`src/rtl/adc_pot_scanner_pkg.sv`:
```
// Shared constants and scan-state encoding for the pot/switch scanner.
package adc_pot_scanner_pkg;
    localparam int ADC_W_DEF  = 8;
    localparam int NUM_ADC_CH = 8;
    localparam int CH_W       = 3;

    typedef enum logic [2:0] {
        ST_WAIT   = 3'd0,
        ST_SAMPLE = 3'd1,
        ST_CMP    = 3'd2,
        ST_EMIT   = 3'd3,
        ST_NEXT   = 3'd4
    } scan_state_e;
endpackage

```
`src/rtl/pot_deadband_cmp.sv`:
```
// Deadband filter: decides whether a fresh sample is a reportable move.
module pot_deadband_cmp
    import adc_pot_scanner_pkg::*;
#(
    parameter int ADC_WIDTH = ADC_W_DEF,
    parameter int DEADBAND  = 2
) (
    input  logic [ADC_WIDTH-1:0] s,
    input  logic [ADC_WIDTH-1:0] stored,
    input  logic                 seen,
    output logic                 report
);
    localparam int DW = ADC_WIDTH + 1;

    logic [DW-1:0] d;
    logic          extreme;

    always_comb begin
        if (s >= stored) begin
            d = {1'b0, s} - {1'b0, stored};
        end else begin
            d = {1'b0, stored} - {1'b0, s};
        end
        // End stops always snap through, even inside the deadband
        extreme = (s == '0) || (s == '1);
        report  = !seen || (d > DW'(DEADBAND)) || (extreme && (s != stored));
    end
endmodule

```
`src/rtl/adc_pot_scanner.sv`:
```
// Round-robin ADC channel poller with deadband filtering and change events.
module adc_pot_scanner
    import adc_pot_scanner_pkg::*;
#(
    parameter int ADC_WIDTH = ADC_W_DEF,
    parameter int NUM_CH    = NUM_ADC_CH,
    parameter int DEADBAND  = 2,
    parameter int SCAN_DIV  = 64
) (
    input  logic                 clk,
    input  logic                 reset_n,
    output logic [CH_W-1:0]      adc_addr,
    input  logic [ADC_WIDTH-1:0] adc_q,
    input  logic [7:0]           ch_mask,
    output logic                 evt_valid,
    input  logic                 evt_ready,
    output logic [CH_W-1:0]      evt_ch,
    output logic [ADC_WIDTH-1:0] evt_val,
    input  logic [CH_W-1:0]      val_addr,
    output logic [ADC_WIDTH-1:0] val_q,
    output logic                 scan_done
);
    localparam int DIV_W = (SCAN_DIV > 2) ? $clog2(SCAN_DIV) : 1;
    localparam logic [DIV_W-1:0] DIV_LAST = DIV_W'(SCAN_DIV - 1);
    localparam logic [CH_W-1:0]  CH_LAST  = CH_W'(NUM_CH - 1);

    scan_state_e           state_q, state_d;
    logic [CH_W-1:0]       ch_q, ch_d;
    logic [DIV_W-1:0]      div_q, div_d;
    logic [ADC_WIDTH-1:0]  s_q, s_d;
    logic                  evt_valid_q, evt_valid_d;
    logic [CH_W-1:0]       evt_ch_q, evt_ch_d;
    logic [ADC_WIDTH-1:0]  evt_val_q, evt_val_d;
    logic                  scan_done_q, scan_done_d;
    logic                  wr_en;
    logic                  report;

    logic [ADC_WIDTH-1:0]  stored_q [NUM_ADC_CH];
    logic [NUM_ADC_CH-1:0] seen_q;

    pot_deadband_cmp #(
        .ADC_WIDTH (ADC_WIDTH),
        .DEADBAND  (DEADBAND)
    ) u_cmp (
        .s      (s_q),
        .stored (stored_q[ch_q]),
        .seen   (seen_q[ch_q]),
        .report (report)
    );

    always_comb begin
        state_d     = state_q;
        ch_d        = ch_q;
        div_d       = div_q;
        s_d         = s_q;
        evt_valid_d = evt_valid_q;
        evt_ch_d    = evt_ch_q;
        evt_val_d   = evt_val_q;
        scan_done_d = 1'b0;
        wr_en       = 1'b0;
        case (state_q)
            ST_WAIT: begin
                div_d = div_q + 1'b1;
                if (div_q == DIV_LAST) begin
                    div_d   = '0;
                    state_d = ch_mask[ch_q] ? ST_SAMPLE : ST_NEXT;
                end
            end
            ST_SAMPLE: begin
                s_d     = adc_q;
                state_d = ST_CMP;
            end
            ST_CMP: begin
                state_d = ST_NEXT;
                if (report) begin
                    wr_en       = 1'b1;
                    evt_ch_d    = ch_q;
                    evt_val_d   = s_q;
                    evt_valid_d = 1'b1;
                    state_d     = ST_EMIT;
                end
            end
            ST_EMIT: begin
                // Stall the scan until the consumer takes the event
                if (evt_ready) begin
                    evt_valid_d = 1'b0;
                    state_d     = ST_NEXT;
                end
            end
            ST_NEXT: begin
                ch_d        = (ch_q == CH_LAST) ? '0 : ch_q + 1'b1;
                scan_done_d = (ch_q == CH_LAST);
                div_d       = '0;
                state_d     = ST_WAIT;
            end
            default: begin
                state_d     = ST_WAIT;
                ch_d        = '0;
                div_d       = '0;
                evt_valid_d = 1'b0;
            end
        endcase
    end

    always_ff @(posedge clk or negedge reset_n) begin
        if (!reset_n) begin
            state_q     <= ST_WAIT;
            ch_q        <= '0;
            div_q       <= '0;
            s_q         <= '0;
            evt_valid_q <= 1'b0;
            evt_ch_q    <= '0;
            evt_val_q   <= '0;
            scan_done_q <= 1'b0;
        end else begin
            state_q     <= state_d;
            ch_q        <= ch_d;
            div_q       <= div_d;
            s_q         <= s_d;
            evt_valid_q <= evt_valid_d;
            evt_ch_q    <= evt_ch_d;
            evt_val_q   <= evt_val_d;
            scan_done_q <= scan_done_d;
        end
    end

    always_ff @(posedge clk or negedge reset_n) begin
        if (!reset_n) begin
            for (int i = 0; i < NUM_ADC_CH; i++) begin
                stored_q[i] <= '0;
            end
            seen_q <= '0;
        end else if (wr_en) begin
            stored_q[ch_q] <= s_q;
            seen_q[ch_q]   <= 1'b1;
        end
    end

    assign adc_addr  = ch_q;
    assign evt_valid = evt_valid_q;
    assign evt_ch    = evt_ch_q;
    assign evt_val   = evt_val_q;
    assign scan_done = scan_done_q;
    assign val_q     = stored_q[val_addr];
endmodule
```
`config.mk`:
```
export PLATFORM = sky130hd
export DESIGN_NAME = adc_pot_scanner
export DESIGN_NICKNAME = d
export VERILOG_FILES = /design/src/rtl/adc_pot_scanner_pkg.sv /design/src/rtl/pot_deadband_cmp.sv /design/src/rtl/adc_pot_scanner.sv
export SDC_FILE = /design/constraint.sdc
export NUM_CORES = 1
export LEC_CHECK = 0
export CAP_MARGIN = 15
export CORE_ASPECT_RATIO = 1.5
export CORE_MARGIN = 2
export CORE_UTILIZATION = 45
export DETAILED_ROUTE_END_ITERATION = 16
export SETUP_SLACK_MARGIN = 0.05
export SLEW_MARGIN = 20
export SYNTH_ARGS = -nofsm -noshare
export SYNTH_HDL_FRONTEND = slang
export SYNTH_SLANG_ARGS = --single-unit
```
`constraint.sdc`:
```
create_clock -name clk -period 5.05 [get_ports clk]
set_input_delay 1.2625 -clock clk [delete_from_list [all_inputs] [get_ports clk]]
set_output_delay 1.2625 -clock clk [all_outputs]
set_load 0.05 [all_outputs]
```
==> impl_metrics.py <==
metrics = {
    "sta": {
        "min_period_ns": 4.82,
        "finalSetupTns_ns": 0,
        "rsz0062_at_grt": "yes",
        "final_max_slew_viol_count": 0,
        "clock_skew_ns": 0.00935,
        "post-route-period-util_pct": 95.5,
        "slew_headroom_pct": 36.4,
        "finalHoldViolCount": 0,
        "setup-violations-final": 0,
        "tightest_slew_ns": 0.954,
        "max_freq_mhz": 207,
    },
    "clocking": {
        "clock_sinks": 105,
        "htree_num_levels": 3,
        "clockBufferDepth": 2,
        "clkLatencyLatePin_ns": 0.35,
        "cts_hold_buf": 0,
        "cts_buffers": 9,
        "post-cts-setup-buffer-count": 0,
        "clk_pin_slew_ns": 0.07,
        "cts_root_buffer": "clkbuf_16",
        "cts_resized": 0,
        "cts_tree": "built",
    },
    "floorplanning": {
        "ioPinCount": 46,
        "core_area_sq_mm": 0.0135,
        "die_area_sq_mm": 0.0147,
        "start_util_pct": 45.9,
        "die_x_um": 99.7,
        "die_h_um": 148,
        "row_count": 52,
    },
    "outcome": {
        "status": "completed",
    },
    "routing": {
        "wl_per_cell_um": 21.8,
        "drt-pass1-iter-count": 5,
        "antenna_left": 0,
        "vias": 4573,
        "vias_per_cell": 6.10,
        "drt_iter0_markers": 364,
        "drt-total-wl_um": 16300,
        "drcViolationCount": 0,
    },
    "synthesis": {
        "yosysMostFrequentCell": "dfrtp_1",
        "synthSimpleGateAreaFrac_pct": 11.9,
        "synth_compound_area_share_pct": 9.44,
        "netlist_area_sq_mm": 0.00618,
        "synth_common_cells": "dfrtp_1, mux2_2, nor2_1",
        "synth_edf_count": 0,
        "seq_area_frac_synth_pct": 42.5,
        "synth.avg_cell_area_sq_um": 11.3,
        "syn_nets": 590,
        "synth.area.mux_share_pct": 26.0,
        "yosysTopAreaCell": "dfrtp_1",
        "synth.distinct_cells": 60,
        "async_reset_ff_share_pct": 100,
        "ys_top_cells_by_area": "dfrtp_1, mux2_2, mux4_2",
        "yosys.area.top_type_share_pct": 42.5,
        "synth_fa_ha_area_share_pct": 4.49,
        "ys_warn_count": 0,
        "synth_xor_area_share_pct": 0.992,
        "synth_top_family_by_area": "multiplexers",
        "ys_ff_latch": 105,
        "synthCells": 547,
        "synth_flop_cell": "dfrtp_1",
    },
    "setup_path": {
        "startpoint_type": "flop",
        "cp_max_fo": 19,
        "cp_top_family": "simple AND/OR/NAND/NOR gates",
        "arrival_ns": 5.05,
        "critPathKind": "flop to flop",
        "critPathBufInv": 3,
        "crit_path_end_kind": "flop",
        "path_cells": "inv_1, nor2_1, a22oi_1, nor2_1, nor4_1, inv_1, ha_1, nand3_1, or3_1, o21a_1, or4_1, a311oi_2, a31oi_2, buf_4, nand2_2, mux2_2",
        "critPathRequiredTime_ns": 5.28,
        "critPathSlowestCell": "or4_1",
        "cpPeakStageDelay_ns": 0.56,
    },
    "placement": {
        "portBuffers": 45,
        "place_congestion": 0.918,
        "dp_hpwl_um": 11700,
        "place_area_sq_mm": 0.00678,
    },
    "hold_path": {
        "hp-class": "flop to flop",
    },
    "global_routing": {
        "grt-ovfl-total": 0,
        "grt_pass1_vias": 4801,
        "track_usage_pct": 22.7,
        "grt_pass1_wl_um": 25900,
        "antenna_found_initial": 0,
        "grt_max_degree": 74,
    },
    "final_layout": {
        "post-route-util_pct": 52.6,
        "syn_to_final_growth_pct": 14.6,
        "fillers": 1163,
        "antenna_cells": 0,
        "layout-drive-gt1-share_pct": 28.9,
        "fin_area_sq_mm": 0.00708,
        "fin_nets": 626,
    },
    "power_and_ir_drop": {
        "finalPower_mw": 5.53,
        "max-vdd-ir-drop_mv": 0.289,
        "p_leak_nw": 3.20,
        "powerDensity_mw_per_mm2": 782,
    },
    "run": {
        "maxCapViolCount": 0,
    },
}
-- state kept, by name, summed over array words and instances, names as in the netlist --
name and count:
adc_addr 3, s_q 8, evt_valid 1, scan_done 1, evt_val 8, div_q 6
stored_q 64, evt_ch 3, seen_q 8, state_q 3
-- logic make-up after synthesis --
family,count (synthesis)
AO/OA/AOI/OAI,87
XOR/XNOR,7
AND/OR/NAND/NOR,144
flip-flops,105
adder cells (fa/ha/maj),21
buffers and inverters,64
multiplexers,119
-- where the power goes --
group	switching (mW)	internal, mW	leakage (nW)
registers	0.401	1.14	1.37
clock network	0.318	0.403	0.148
logic	1.82	1.45	1.68
total	2.54	2.99	3.20
-- layer usage --
layer / routed length, um / vias to the layer above / GRT usage, % / part of all wire (%)
li1: - / 2047 / - / -
met5: 0 / - / 0 / 0
met2: 8500 / 169 / 39.2 / 52
met4: 575 / 0 / 9.79 / 3.5
met1: 6540 / 2312 / 28.3 / 40
met3: 734 / 45 / 3.31 / 4.5
-- metrics by stage --
| step | worst slack (ns) | cells | hold slack, ns |
|---|---|---|---|
| finish | 0.226 | 750 | 0.472 |
| global route | 0.0373 | 750 | 0.493 |
| CTS | 0.224 | 750 | 0.472 |
| detailed placement | 0.271 | 734 | 0.451 |
| global placement | 0.324 | 734 | 0.444 |
| floorplan | 0.321 | 547 | 0.428 |
-- path summary, 6_finish.rpt --
check	endpoint	slack (ns)	startpoint	cells after the start
worst max-delay path	stored_q[57]	0.23	adc_addr[0]	16
worst min-delay path	seen_q[5]	0.47	seen_q[5]	1
worst max register to register	stored_q[57]	0.23	adc_addr[0]	16
worst min register to register	seen_q[5]	0.47	seen_q[5]	1
max in group asynchronous	stored_q[33]	3.02	reset_n	2
min in group asynchronous	stored_q[14]	1.04	reset_n	1
-- cell usage in the layout (no fill, tap or decap), types with 5 or more instances in the layout --
| master | netlist | final |
|---|---|---|
| and3_1 | 7 | 7 |
| nand2b_1 | 9 | 9 |
| nor3_1 | 9 | 9 |
| dfrtp_1 | 105 | 104 |
| a211oi_1 | 8 | 8 |
| mux2_4 | 16 | 16 |
| o21ai_0 | 21 | 21 |
| nor2_1 | 39 | 39 |
| clkbuf_16 | 0 | 9 |
| ha_1 | 19 | 19 |
| a221oi_1 | 5 | 5 |
| a22oi_1 | 6 | 6 |
| mux2i_1 | 13 | 13 |
| buf_4 | 5 | 29 |
| nand3_1 | 14 | 14 |
| a21oi_1 | 22 | 22 |
| mux4_2 | 20 | 20 |
| mux2_2 | 70 | 70 |
| inv_1 | 23 | 23 |
| nand2_1 | 31 | 31 |
| clkdlybuf4s50_1 | 0 | 36 |
-- worst reg2reg max path, delay by kind of cell (launching register included) --
family / cells / cell delay [ns]
compound gates: 4 / 0.76
fa+ha+maj: 1 / 0.32
buf+inv: 3 / 0.70
flops: 1 / 0.48
mux: 1 / 0.39
simple gates: 7 / 2.05
-- layout make-up --
cell class / count / area (sq um) / share of cell area, %
clock buffer: 11 / 243 / 3.43
tap: 162 / 203 / 2.86
multi-input combinational: 378 / 3280 / 46.3
sequential: 105 / 2630 / 37.1
timing repair buffer: 65 / 578 / 8.16
clock inverter: 5 / 62.6 / 0.883
inverter: 24 / 90.1 / 1.27
No activity file was read; power rests on OpenSTA's default activity.
